<file path="src/rtl/riscv_ctrl_pkg.sv">
// Shared encodings for the RV32 multi-cycle control sequencer:
// states, opcodes, ALU controls and fault causes.
package riscv_ctrl_pkg;

   typedef enum logic [3:0] {
      START    = 4'd0,
      FETCH    = 4'd1,
      DECODE   = 4'd2,
      MEM_ADDR = 4'd3,
      MEM_RD   = 4'd4,
      MEM_WB   = 4'd5,
      MEM_WR   = 4'd6,
      EXEC_R   = 4'd7,
      EXEC_I   = 4'd8,
      ALU_WB   = 4'd9,
      BRANCH   = 4'd10,
      FAULT    = 4'd11
   } state_e;

   localparam logic [6:0] OPC_LOAD   = 7'b0000011;
   localparam logic [6:0] OPC_STORE  = 7'b0100011;
   localparam logic [6:0] OPC_RTYPE  = 7'b0110011;
   localparam logic [6:0] OPC_ITYPE  = 7'b0010011;
   localparam logic [6:0] OPC_BRANCH = 7'b1100011;

   localparam logic [1:0] ALU_ADD    = 2'b00;
   localparam logic [1:0] ALU_BRCMP  = 2'b01;
   localparam logic [1:0] ALU_FUNCT  = 2'b10;

   localparam logic [1:0] SRCB_RS2   = 2'b00;
   localparam logic [1:0] SRCB_FOUR  = 2'b01;
   localparam logic [1:0] SRCB_IMM   = 2'b10;

   localparam logic [1:0] CAUSE_NONE    = 2'b00;
   localparam logic [1:0] CAUSE_ILLEGAL = 2'b01;
   localparam logic [1:0] CAUSE_TIMEOUT = 2'b10;

   // States that hold a memory access open until mem_ready.
   function automatic logic is_waiting(state_e s);
      return (s == FETCH) || (s == MEM_RD) || (s == MEM_WR);
   endfunction

   function automatic logic is_retire(state_e s);
      return (s == MEM_WB) || (s == MEM_WR) ||
             (s == ALU_WB) || (s == BRANCH);
   endfunction

endpackage

</file>
<file path="src/rtl/mem_wait_timer.sv">
// Counts consecutive not-ready cycles of an open memory access and
// flags a timeout on the MEM_TIMEOUT-th one; MEM_TIMEOUT=0 disables it.
module mem_wait_timer #(
   parameter int MEM_TIMEOUT = 16
) (
   input  logic clk,
   input  logic reset,
   input  logic waiting,
   input  logic mem_ready,
   output logic timeout
);

   generate
      if (MEM_TIMEOUT == 0) begin : g_off
         logic unused_in;
         assign unused_in = ^{clk, reset, waiting, mem_ready};
         assign timeout   = 1'b0;
      end else begin : g_on
         localparam int CW =
            (MEM_TIMEOUT > 1) ? $clog2(MEM_TIMEOUT) : 1;
         logic [CW-1:0] cnt_q;
         logic [CW-1:0] cnt_d;
         logic          stall;

         assign stall = waiting && !mem_ready;

         always_comb begin
            cnt_d   = '0;
            timeout = stall &&
                      (cnt_q == CW'(MEM_TIMEOUT - 1));
            // The timeout cycle leaves the state, so clear.
            if (stall && !timeout) begin
               cnt_d = cnt_q + 1'b1;
            end
         end

         always_ff @(posedge clk or posedge reset) begin
            if (reset) begin
               cnt_q <= '0;
            end else begin
               cnt_q <= cnt_d;
            end
         end
      end
   endgenerate

endmodule

</file>
<file path="src/rtl/multicycle_ctrl_fsm.sv">
// Multi-cycle RV32 control sequencer; define PERF_CNT_EN to build
// the cycles/instret performance counters.
module multicycle_ctrl_fsm
   import riscv_ctrl_pkg::*;
#(
   parameter int MEM_TIMEOUT = 16,
   parameter int CNT_W       = 32
) (
   input  logic             clk,
   input  logic             reset,
   input  logic [6:0]       opcode,
   input  logic             mem_ready,
   output logic             pc_write,
   output logic             pc_write_cond,
   output logic             pc_source,
   output logic             i_or_d,
   output logic             mem_read,
   output logic             mem_write,
   output logic             ir_write,
   output logic             reg_write,
   output logic             mem_to_reg,
   output logic             alu_src_a,
   output logic [1:0]       alu_src_b,
   output logic [1:0]       alu_op,
   output logic             fault,
   output logic [1:0]       fault_cause,
   output logic [CNT_W-1:0] instret,
   output logic [CNT_W-1:0] cycles
);

   state_e     state_q;
   state_e     state_d;
   logic [6:0] opc_q;
   logic [6:0] opc_d;
   logic [1:0] cause_q;
   logic [1:0] cause_d;
   logic       timeout;

   mem_wait_timer #(
      .MEM_TIMEOUT (MEM_TIMEOUT)
   ) u_timer (
      .clk       (clk),
      .reset     (reset),
      .waiting   (is_waiting(state_q)),
      .mem_ready (mem_ready),
      .timeout   (timeout)
   );

   always_comb begin
      state_d       = state_q;
      opc_d         = opc_q;
      cause_d       = cause_q;
      pc_write      = 1'b0;
      pc_write_cond = 1'b0;
      pc_source     = 1'b0;
      i_or_d        = 1'b0;
      mem_read      = 1'b0;
      mem_write     = 1'b0;
      ir_write      = 1'b0;
      reg_write     = 1'b0;
      mem_to_reg    = 1'b0;
      alu_src_a     = 1'b0;
      alu_src_b     = SRCB_RS2;
      alu_op        = ALU_ADD;
      fault         = 1'b0;
      unique case (state_q)
         START: state_d = FETCH;
         FETCH: begin
            mem_read  = 1'b1;
            alu_src_b = SRCB_FOUR;
            if (timeout) begin
               state_d = FAULT;
               cause_d = CAUSE_TIMEOUT;
            end else if (mem_ready) begin
               ir_write = 1'b1;
               pc_write = 1'b1;
               state_d  = DECODE;
            end
         end
         DECODE: begin
            alu_src_b = SRCB_IMM;
            opc_d     = opcode;
            case (opcode)
               OPC_LOAD,
               OPC_STORE:  state_d = MEM_ADDR;
               OPC_RTYPE:  state_d = EXEC_R;
               OPC_ITYPE:  state_d = EXEC_I;
               OPC_BRANCH: state_d = BRANCH;
               default: begin
                  state_d = FAULT;
                  cause_d = CAUSE_ILLEGAL;
               end
            endcase
         end
         MEM_ADDR: begin
            alu_src_a = 1'b1;
            alu_src_b = SRCB_IMM;
            state_d   = (opc_q == OPC_LOAD) ? MEM_RD : MEM_WR;
         end
         MEM_RD: begin
            mem_read = 1'b1;
            i_or_d   = 1'b1;
            if (timeout) begin
               state_d = FAULT;
               cause_d = CAUSE_TIMEOUT;
            end else if (mem_ready) begin
               state_d = MEM_WB;
            end
         end
         MEM_WB: begin
            reg_write  = 1'b1;
            mem_to_reg = 1'b1;
            state_d    = FETCH;
         end
         MEM_WR: begin
            mem_write = 1'b1;
            i_or_d    = 1'b1;
            if (timeout) begin
               state_d = FAULT;
               cause_d = CAUSE_TIMEOUT;
            end else if (mem_ready) begin
               state_d = FETCH;
            end
         end
         EXEC_R: begin
            alu_src_a = 1'b1;
            alu_src_b = SRCB_RS2;
            alu_op    = ALU_FUNCT;
            state_d   = ALU_WB;
         end
         EXEC_I: begin
            alu_src_a = 1'b1;
            alu_src_b = SRCB_IMM;
            state_d   = ALU_WB;
         end
         ALU_WB: begin
            reg_write = 1'b1;
            state_d   = FETCH;
         end
         BRANCH: begin
            alu_src_a     = 1'b1;
            alu_op        = ALU_BRCMP;
            pc_write_cond = 1'b1;
            pc_source     = 1'b1;
            state_d       = FETCH;
         end
         FAULT: fault = 1'b1;
         default: state_d = FAULT;
      endcase
   end

   assign fault_cause = cause_q;

   always_ff @(posedge clk or posedge reset) begin
      if (reset) begin
         state_q <= START;
         opc_q   <= '0;
         cause_q <= CAUSE_NONE;
      end else begin
         state_q <= state_d;
         opc_q   <= opc_d;
         cause_q <= cause_d;
      end
   end

`ifdef PERF_CNT_EN
   logic [CNT_W-1:0] cyc_q;
   logic [CNT_W-1:0] cyc_d;
   logic [CNT_W-1:0] ret_q;
   logic [CNT_W-1:0] ret_d;

   always_comb begin
      cyc_d = cyc_q;
      ret_d = ret_q;
      if (state_q != FAULT) begin
         cyc_d = cyc_q + 1'b1;
      end
      if (state_d == FETCH && is_retire(state_q)) begin
         ret_d = ret_q + 1'b1;
      end
   end

   always_ff @(posedge clk or posedge reset) begin
      if (reset) begin
         cyc_q <= '0;
         ret_q <= '0;
      end else begin
         cyc_q <= cyc_d;
         ret_q <= ret_d;
      end
   end

   assign cycles  = cyc_q;
   assign instret = ret_q;
`else
   assign cycles  = '0;
   assign instret = '0;
`endif

endmodule

</file>
<file path="config.mk">
export PLATFORM = sky130hd
export DESIGN_NAME = multicycle_ctrl_fsm
export DESIGN_NICKNAME = d
export VERILOG_FILES = /design/src/rtl/riscv_ctrl_pkg.sv /design/src/rtl/mem_wait_timer.sv /design/src/rtl/multicycle_ctrl_fsm.sv
export SDC_FILE = /design/constraint.sdc
export NUM_CORES = 1
export LEC_CHECK = 0
export BUFFER_PORTS_ARGS = -buffer_cell sky130_fd_sc_hd__buf_2
export CAP_MARGIN = 10
export CORE_ASPECT_RATIO = 2
export CORE_MARGIN = 4
export CORE_UTILIZATION = 39
export CTS_BUF_LIST = sky130_fd_sc_hd__clkbuf_16
export DETAILED_ROUTE_END_ITERATION = 10
export MAX_ROUTING_LAYER = met4
export PLACE_DENSITY_LB_ADDON = 0.05
export SETUP_SLACK_MARGIN = 0.3
export SYNTH_ARGS = -nofsm -noshare
export SYNTH_HDL_FRONTEND = slang
export SYNTH_HIERARCHICAL = 1
export SYNTH_SLANG_ARGS = --single-unit
</file>
<file path="constraint.sdc">
create_clock -name clk -period 2.6 [get_ports clk]
set_input_delay 0.52 -clock clk [delete_from_list [all_inputs] [get_ports clk]]
set_output_delay 0.52 -clock clk [all_outputs]
set_load 0.02 [all_outputs]
</file>
==> run metrics <==
Synth cell types 43; Die Span Y 97.5 um; CTS Hold Bufs 0; PwrDens 1020 nW/um2; Worst-Skew Late Latency 0.25 ns; Hold WC Path Type in2async; final setup vio count 0; crit start category flop; Rows 32; main combinational cell family by area after synthesis buffers and inverters; highest-count cells in the layout ignoring fill and taps conb_1, buf_2, dfrtp_1; Syn Area/Cell 8.83 um2; Compound-Gate Fraction of Synth Area 8.81%; CP max stage delay 0.44 ns; status completed; final slew viol count 0; IO Count 91; Least-Margin Pin Slew 0.537 ns; Core ar. 3880 um2; Clock Tree Root clkbuf_16; Async SR Flop Fraction 100%; crit path DAT 1.73 ns; Crit Path Max Fanout 3; placed cell count 249; largest net degree at the start of global routing 14; H-tree depth 1; gr usage total 13.1%; Starting Density 40.2%; Final Cycle Share 86.6%; drt total wl 3140 um; Peak supply drop 0.000487 V; Worst EP required 2.08 ns; GP Congestion 0.842; Via density 4.15; critical path class reg2out; first-pass GRT wire length 4890 um; fin crit period 2.25 ns; clk sink count 17; Post-synth EDFFs 0; most common cell after layout, fill and taps aside conb_1; adder-cell area share of the yosys netlist 0.801%; sequential area share after synthesis 27.2%; Mapped Area 1560 um2; Post-DP HPWL 2500 um; Mapped Cells 177; die area 5150 um2; hold slack 0.149 ns; vias in the first global route 1058; critical-path cell list nor4b_4 > or2_4 > nand2b_4 > nor2_4 > inv_2 > and3_4 > buf_2; Antenna diodes 0; Final ANT Viol Nets 0; synth warn 6; CTS tree built; Final Hold Viols 0; Pleak 0.000890 uW; DRC 0; RSZ-0062 raised after global routing false; R2R depth 8; fmax 444 MHz; GRT overflow 0; final core utilization 42.6%; Worst Skew 0.00246 ns; Slew HR 63.3%; Post-Synth Simple-Gate Area 20.3%; mux share of post-synthesis cell area 5.76%; cts bufs inserted 3; clock buffer depth 2; register bit total from synthesis 17; max cap viols 0; share of layout cells above drive strength 1 29.7%; synth-to-layout area growth 5.84%; initial antenna violation count 0; chip width 52.8 um; via count 1079; Fin Setup TNS 0 ns; DR pass1 iterations 4; Worst Setup End Kind output port; clock slew at reported path FFs 0.05 ns; XOR/XNOR share of the synthesized area 1.68%; drt first-iter violations 13; slowest stage cell, crit path dfrtp_1; Post-Layout Cell Count 260; most used flip-flop cell after synthesis dfrtp_1; number of buffers added on ports 26; nets@finish 221; wire length per cell 12.1 um
-- metrics by stage --
| stage | setup slack [ns] | cell area, um2 | power, uW |
|---|---|---|---|
| 6_report | 0.348 | 1650 | 1690 |
| 2_1_floorplan | 0.296 | 1820 | 1180 |
| 5_1_grt | 0.245 | 1650 | 1830 |
| 3_3_place_gp | 0.458 | 1520 | 1330 |
| 4_1_cts | 0.310 | 1640 | 1700 |
| 3_5_place_dp | 0.386 | 1520 | 1330 |
-- Yosys cell counts, types with 2 or more instances --
master    number  area [um2]
nand2b_4       2        27.5
xor2_1         2        17.5
dfrtp_1       17         425
buf_4         67         503
clkbuf_1       3        11.3
mux2_2         8        90.1
nor2_1        10        37.5
and3_1         4        25.0
a21oi_1        3        15.0
o21ai_0        7        35.0
nor2b_1        5        31.3
nor4b_1        2        17.5
a31oi_1        3        18.8
nor3b_1        2        15.0
buf_2          2        10.0
a21o_1         2        15.0
nand3b_1       2        15.0
inv_1          7        26.3
nand2_1        5        18.8
-- power breakdown --
part	switching [uW]	internal, uW
combinational	538	399
sequential	83.5	366
clock	97.8	204
-- flip-flops by register name, indices dropped and copies added (netlist names) --
signal,flops
opc_q,7
fault_cause,2
u_timer/g_on.cnt_q,4
state_q,4
-- timing repair --
action / 4_1_cts / 5_1_grt
pin swaps: 2 / 2
setup endpoints to repair: 2 / 2
gates resized for setup: 2 / 0
buffers inserted: 5 / 2
-- worst max-delay path, delay by kind of cell (launching register included) --
kind | cells | cell delay, ns
flip-flops | 1 | 0.44
AND/OR/NAND/NOR | 5 | 0.85
buffers and inverters | 2 | 0.19
-- logic make-up (layout without fill, tap and decap cells) --
logic type | Yosys count | after routing
XOR/XNOR | 3 | 3
buffers and inverters | 79 | 48
other | 1 | 64
AO/OA/AOI/OAI | 22 | 22
adder cells (fa/ha/maj) | 1 | 1
AND/OR/NAND/NOR | 46 | 46
multiplexers | 8 | 8
flip-flops | 17 | 17
-- final timing paths --
check	slack, ns	end	start
min in group clk	0.48	u_timer/g_on.cnt_q[0]	u_timer/g_on.cnt_q[0]
worst min register to register	0.48	u_timer/g_on.cnt_q[0]	u_timer/g_on.cnt_q[0]
worst max-delay path	0.35	pc_write	state_q[1]
max in group asynchronous	1.93	state_q[2]	reset
worst min-delay path	0.15	u_timer/g_on.cnt_q[0]	reset
worst max register to register	0.60	state_q[2]	state_q[1]
-- per-layer routing --
layer / wire length (um) / GRT usage, % / vias up
met4: 171 / 10.0 / 0
met2: 1690 / 21.9 / 65
met5: 0 / - / -
li1: - / - / 521
met1: 1030 / 12.6 / 482
met3: 244 / 2.15 / 11
-- final cells by class --
cell class,instances,area (um2)
flip-flops and latches,17,428
repair buffers,37,213
inverters,7,26.3
well taps,51,63.8
clock buffers,3,75.1
multi-input cells,144,845
clock inverters,1,3.75
fillers,421,2230
No activity file was read; power rests on OpenSTA's default activity.
